===== src/rtl/rv32i_types.sv =====
// Shared front-end types: the IF/ID payload and the fetch FSM encoding.
package rv32i_types;

  localparam int unsigned XLEN    = 32;
  localparam int unsigned ORDER_W = 64;
  localparam int unsigned RMASK_W = 4;

  localparam logic [RMASK_W-1:0] RMASK_ALL  = 4'b1111;
  localparam logic [RMASK_W-1:0] RMASK_NONE = 4'b0000;

  typedef struct packed {
    logic [XLEN-1:0]    inst;
    logic [XLEN-1:0]    pc;
    logic [ORDER_W-1:0] order;
    logic               valid;
  } if_id_stage_reg_t;

  typedef enum logic [1:0] {
    FETCH_IDLE    = 2'd0,
    FETCH_WAIT    = 2'd1,
    FETCH_DISCARD = 2'd2
  } fetch_state_t;

endpackage


===== src/rtl/fetch_queue.sv =====
// In-order circular FIFO of fetched instructions; flush beats push and pop.
module fetch_queue
  import rv32i_types::*;
#(
  parameter int unsigned DEPTH = 8
) (
  input  logic                     clk,
  input  logic                     rst_n,
  input  logic                     i_push,
  input  if_id_stage_reg_t         i_push_data,
  input  logic                     i_pop,
  input  logic                     i_flush,
  output if_id_stage_reg_t         o_head,
  output logic                     o_full,
  output logic                     o_empty,
  output logic [$clog2(DEPTH):0]   o_count
);

  localparam int unsigned PTR_W = $clog2(DEPTH);
  localparam int unsigned CNT_W = PTR_W + 1;

  if_id_stage_reg_t   r_mem [DEPTH];
  logic [PTR_W-1:0]   r_head;
  logic [PTR_W-1:0]   r_tail;
  logic [CNT_W-1:0]   r_count;
  logic               w_push;
  logic               w_pop;

  assign o_full  = (r_count == CNT_W'(DEPTH));
  assign o_empty = (r_count == '0);
  assign o_count = r_count;
  assign w_push  = i_push && !o_full;
  assign w_pop   = i_pop && !o_empty;

  // Head is read straight from storage so decode sees no path from the inputs.
  assign o_head = o_empty ? '0 : r_mem[r_head];

  always_ff @(posedge clk or negedge rst_n) begin
    if (!rst_n) begin
      r_head  <= '0;
      r_tail  <= '0;
      r_count <= '0;
      for (int i = 0; i < int'(DEPTH); i++) r_mem[i] <= '0;
    end else if (i_flush) begin
      r_head  <= '0;
      r_tail  <= '0;
      r_count <= '0;
    end else begin
      if (w_push) begin
        r_mem[r_tail] <= i_push_data;
        r_tail        <= r_tail + PTR_W'(1);
      end
      if (w_pop) r_head <= r_head + PTR_W'(1);
      if (w_push && !w_pop)      r_count <= r_count + CNT_W'(1);
      else if (w_pop && !w_push) r_count <= r_count - CNT_W'(1);
    end
  end

endmodule


===== src/rtl/fetch_unit.sv =====
// Fetch stage: owns pc/order, runs one imem request at a time, queues returned
// instructions for decode and flushes younger state on redirect.
module fetch_unit
  import rv32i_types::*;
#(
  parameter int unsigned QUEUE_DEPTH = 8,
  parameter logic [31:0] RESET_PC    = 32'h1eceb000
) (
  input  logic             clk,
  input  logic             rst_n,
  output logic [31:0]      imem_addr,
  output logic [3:0]       imem_rmask,
  input  logic [31:0]      imem_rdata,
  input  logic             imem_resp,
  input  logic             redirect_valid,
  input  logic [31:0]      redirect_pc,
  input  logic [63:0]      redirect_order,
  input  logic             decode_ready,
  output if_id_stage_reg_t if_id_out,
  output logic             queue_full
);

  localparam int unsigned CNT_W = $clog2(QUEUE_DEPTH) + 1;

  fetch_state_t     r_state;
  fetch_state_t     w_next_state;
  logic [31:0]      r_pc;
  logic [31:0]      w_next_pc;
  logic [63:0]      r_order;
  logic [63:0]      w_next_order;
  logic [31:0]      r_imem_addr;
  logic [3:0]       r_imem_rmask;
  logic             w_push;
  logic             w_pop;
  logic             w_empty;
  logic             w_full;
  logic [CNT_W-1:0] w_count;
  if_id_stage_reg_t w_push_data;
  if_id_stage_reg_t w_head;

  assign w_push_data = '{inst: imem_rdata, pc: r_pc, order: r_order, valid: 1'b1};
  assign w_pop       = !w_empty && decode_ready && !redirect_valid;

  fetch_queue #(.DEPTH(QUEUE_DEPTH)) u_queue (
    .clk         (clk),
    .rst_n       (rst_n),
    .i_push      (w_push),
    .i_push_data (w_push_data),
    .i_pop       (w_pop),
    .i_flush     (redirect_valid),
    .o_head      (w_head),
    .o_full      (w_full),
    .o_empty     (w_empty),
    .o_count     (w_count)
  );

  // Next-state logic; a redirect overrides whatever the state would have done.
  always_comb begin
    w_next_state = r_state;
    w_next_pc    = r_pc;
    w_next_order = r_order;
    w_push       = 1'b0;
    case (r_state)
      FETCH_IDLE: begin
        if (w_count < CNT_W'(QUEUE_DEPTH)) w_next_state = FETCH_WAIT;
      end
      FETCH_WAIT: begin
        if (imem_resp) begin
          w_push       = 1'b1;
          w_next_pc    = r_pc + 32'd4;
          w_next_order = r_order + 64'd1;
          w_next_state = FETCH_IDLE;
        end
      end
      FETCH_DISCARD: begin
        if (imem_resp) w_next_state = FETCH_IDLE;
      end
      default: w_next_state = FETCH_IDLE;
    endcase
    if (redirect_valid) begin
      w_push       = 1'b0;
      w_next_pc    = redirect_pc;
      w_next_order = redirect_order;
      if ((r_state != FETCH_IDLE) && !imem_resp) w_next_state = FETCH_DISCARD;
      else                                       w_next_state = FETCH_IDLE;
    end
  end

  // Address tracks pc while idle and freezes for the life of a request.
  always_ff @(posedge clk or negedge rst_n) begin
    if (!rst_n) begin
      r_state      <= FETCH_IDLE;
      r_pc         <= RESET_PC;
      r_order      <= '0;
      r_imem_addr  <= RESET_PC;
      r_imem_rmask <= RMASK_NONE;
    end else begin
      r_state      <= w_next_state;
      r_pc         <= w_next_pc;
      r_order      <= w_next_order;
      r_imem_addr  <= (w_next_state == FETCH_IDLE) ? w_next_pc : r_imem_addr;
      r_imem_rmask <= (w_next_state == FETCH_IDLE) ? RMASK_NONE : RMASK_ALL;
    end
  end

  assign imem_addr  = r_imem_addr;
  assign imem_rmask = r_imem_rmask;
  assign if_id_out  = w_head;
  assign queue_full = w_full;

endmodule


===== config.mk =====
export PLATFORM = sky130hd
export DESIGN_NAME = fetch_unit
export DESIGN_NICKNAME = d
export VERILOG_FILES = /design/src/rtl/rv32i_types.sv /design/src/rtl/fetch_queue.sv /design/src/rtl/fetch_unit.sv
export SDC_FILE = /design/constraint.sdc
export NUM_CORES = 2
export LEC_CHECK = 0
export ABC_CLOCK_PERIOD_IN_PS = 3490
export BUFFER_PORTS_ARGS = -buffer_cell sky130_fd_sc_hd__buf_2
export CAP_MARGIN = 20
export CORE_MARGIN = 2
export CORE_UTILIZATION = 61
export DETAILED_ROUTE_END_ITERATION = 16
export PLACE_DENSITY = 0.92
export SLEW_MARGIN = 20
export SYNTH_ARGS = -nofsm -noshare
export SYNTH_HDL_FRONTEND = slang
export SYNTH_SLANG_ARGS = --single-unit

===== constraint.sdc =====
create_clock -name clk -period 3.49 [get_ports clk]
set_clock_uncertainty 0.15 [all_clocks]
set_input_delay 0.698 -clock clk [delete_from_list [all_inputs] [get_ports clk]]
set_output_delay 0.698 -clock clk [all_outputs]
set_load 0.02 [all_outputs]

==> metrics.txt <==
chip height=302 um; cells after synthesis=3774; crit end category=output pin; DRC=0; CP max FO=9; post-layout instance area=0.0628 mm^2; slew margin rel.=38.2%; R2R Setup Slk=0.17 ns; Post-Syn Nets=3917; Seq/Total Area, Yosys=54.4%; Critical Path Source Type=flip-flop; critical path's slowest cell=dfrtp_4; worst skew pair latency=0.72 ns; Die Width=302 um; placed instance area=0.0574 mm^2; antenna violations before repair=8; reg2reg start=r_state[1]; Max Slew Vio Count=0; Distinct cells, synth=60; Crit path top cell by count=buf_16; Antenna Nets Post-Route=0; Seq cells post-synth=1173; ys flop type=dfrtp_1; Top Layer Used=met5; top-count cell post-synth=dfrtp_1; # clock sinks=1173; first-pass GRT wire length=228000 um; mean routed wirelength per cell=28.6 um; fin cells=5291; Placeable Area=0.0881 mm^2; maximum vdd drop=575 uV; routed wl met3=13900 um; CP max stage delay=0.54 ns; EDFF count, synth=0; RSZ-0062 raised after global routing=yes; routed wl met2=74100 um; reg2reg end=imem_addr[30]; Final HPWL DP=83500 um; worst slew pin tran=0.927 ns; Total Die Area=0.0910 mm^2; final period utilization=102%; largest net degree at the start of global routing=172; PortBufs=298; Remaining Overflow, GRT=0; final wirelength=151000 um; r2r worst-path depth=7; drt first pass iters=6; GRT Total Usage=32.8%; vias in the first global route=37800; LEAKAGE=29.1 nW; met1 WL=56300 um; Setup WS post-layout=-0.0612 ns; vias=36000; cell accounting for the most synthesized area=dfrtp_1; maximum capacitance violations=0; Setup CP Type=reg2out; fraction of layout cells with a size suffix above 1=49.5%; Min Clock Period, post-route=3.55 ns; worst path required time=2.64 ns; list of most frequent post-synthesis cells=dfrtp_1 (1149), mux2_2 (1016), mux4_2 (258); WHS Endpoint=r_order[26]; Hold WC Path Type=in2reg; syn avg cell area=14.3 um^2; Worst Path Arrival=2.70 ns; failing checks=negative setup slack; fin nets=4168; ys async rst share=100%; TritonCTS clock tree=done; root buf cell=clkbuf_16; hold_ws=0.0764 ns; Final Hold Viols=0; Yosys top cell area share=53.2%; Starting Density=61.3%; # setup viols final=38; Netlist Area Pre-Place=0.0540 mm^2; clock transition at the registers of the reported paths=0.07 ns; worst hold path depth=3; Iteration-0 DRC Markers=3768; synth top area cells=dfrtp_1 (53%), mux2_2 (21%), mux4_2 (11%); pwr dens=667 mW/mm^2; Clock Tree Buf Depth=3; Rows=109; status=finished with violations; Synth-to-Final Area Change=16.1%; Top Ports=299; Avg Vias per Cell=6.80; CTS Buf Count=116; RePlAce Congestion=0.816; H-Tree Depth=3; highest clock rate=282 MHz; Post-Place Cells=5026; hold wc startpoint=redirect_order[26]; Yosys Warn Count=0; CP cell instances=buf_16 > buf_16 > mux4_2 > mux2i_2 > nor2_1 > buf_2
==> report_power, final <==
group	leakage, nW	switching [mW]	total [mW]	internal (mW)
logic	11.4	6.14	11.5	5.39
clock network	1.99	5.45	13.4	7.93
registers	15.7	1.49	17.0	15.5
total	29.1	13.1	41.9	28.8
==> how the worst max path moves through the flow <==
stage                                   from            endpoint  slack, ns  cells past startpoint
final                      u_queue.r_head[0]      if_id_out[108]      -0.06                      6
after global routing       u_queue.r_head[0]       if_id_out[90]      -0.13                      6
after CTS                  u_queue.r_head[0]       if_id_out[96]      -0.09                      6
after detailed placement           imem_resp       imem_addr[24]       0.23                      6
after global placement             imem_resp       imem_addr[28]       0.29                      6
after floorplan           u_queue.o_count[1]  u_queue.o_count[3]       0.42                     10
==> routing by layer <==
| layer | vias to the layer above | GRT usage, % |
|---|---|---|
| met5 | - | 0 |
| met4 | 6 | 14.9 |
| met3 | 556 | 7.67 |
| met2 | 2278 | 53.2 |
| met1 | 18800 | 42.5 |
| li1 | 14300 | - |
==> logic make-up (layout without fill, tap and decap cells) <==
family                     count (synthesis)  count (layout)  synth area share (%)
adders and majority gates                 10              10                 0.245
AOI/OAI and AO/OA                        176             176                  1.92
DFF                                     1173            1173                  54.4
buffers and inverters                    365             712                  2.77
xor gates and xnor gates                  60              60                 0.972
muxes                                   1417            1417                  34.6
and+or+nand+nor                          573             573                  5.15
other                                      0               5                     0
==> critical path: cells and delay by family (launching register included) <==
kind / cells / cell delay, ns
multiplexers: 2 / 0.76
flip-flops: 1 / 0.54
AND/OR/NAND/NOR: 1 / 0.11
buffers and inverters: 3 / 0.58
==> stage by stage <==
step	power [mW]	setup slack [ns]	setup TNS, ns	utilization [%]
after floorplan	23.3	0.420	0	-
after global placement	26.7	0.288	0	65.2
final	41.9	-0.0612	-1.01	71.2
after CTS	41.1	-0.0906	-2.79	70.6
after detailed placement	27.2	0.232	0	65.2
after global routing	43.3	-0.130	-7.44	71.2
==> flip-flops by register name, summed over array words and instances, names as in the netlist <==
name	cells
imem_rmask	1
r_pc	32
r_state	2
u_queue.o_count	4
imem_addr	32
r_order	64
u_queue.r_tail	3
u_queue.r_mem	1032
u_queue.r_head	3
==> cell type report <==
class                   instances  area [um^2]
clock buffers                 175         3420
diodes                          5         12.5
repair buffers                476         4130
clock inverters                39          652
flip-flops and latches       1173        29400
well taps                    1165         1460
fillers                      5042        25300
multi-input cells            2236        23600
inverters                      22         82.6
==> layout by cell type, fill, tap and decap left out, types with 21 or more instances in the layout <==
cell / n
clkbuf_8: 25
nor3_1: 29
nand4_1: 34
dfstp_2: 24
buf_4: 105
nor4_1: 26
mux2_2: 1016
inv_1: 21
mux4_2: 258
o21ai_0: 107
xnor2_1: 41
clkbuf_16: 128
nor2_1: 164
buf_2: 277
dfrtp_1: 1146
clkbuf_1: 32
nand3_1: 43
mux2i_4: 21
mux2i_2: 25
nand2_1: 162
buf_12: 62
mux2i_1: 97
==> repair_timing <==
| item | 4_1_cts | 5_1_grt |
|---|---|---|
| hold endpoints to repair | 32 | 0 |
| gates cloned | 6 | 11 |
| pin swaps | 0 | 1 |
| hold buffers | 1 | 0 |
| setup buffers | 11 | 20 |
| endpoints found under the setup margin | 116 | 108 |
| gates resized for setup | 81 | 48 |
Power figures use the tool's default switching activity.
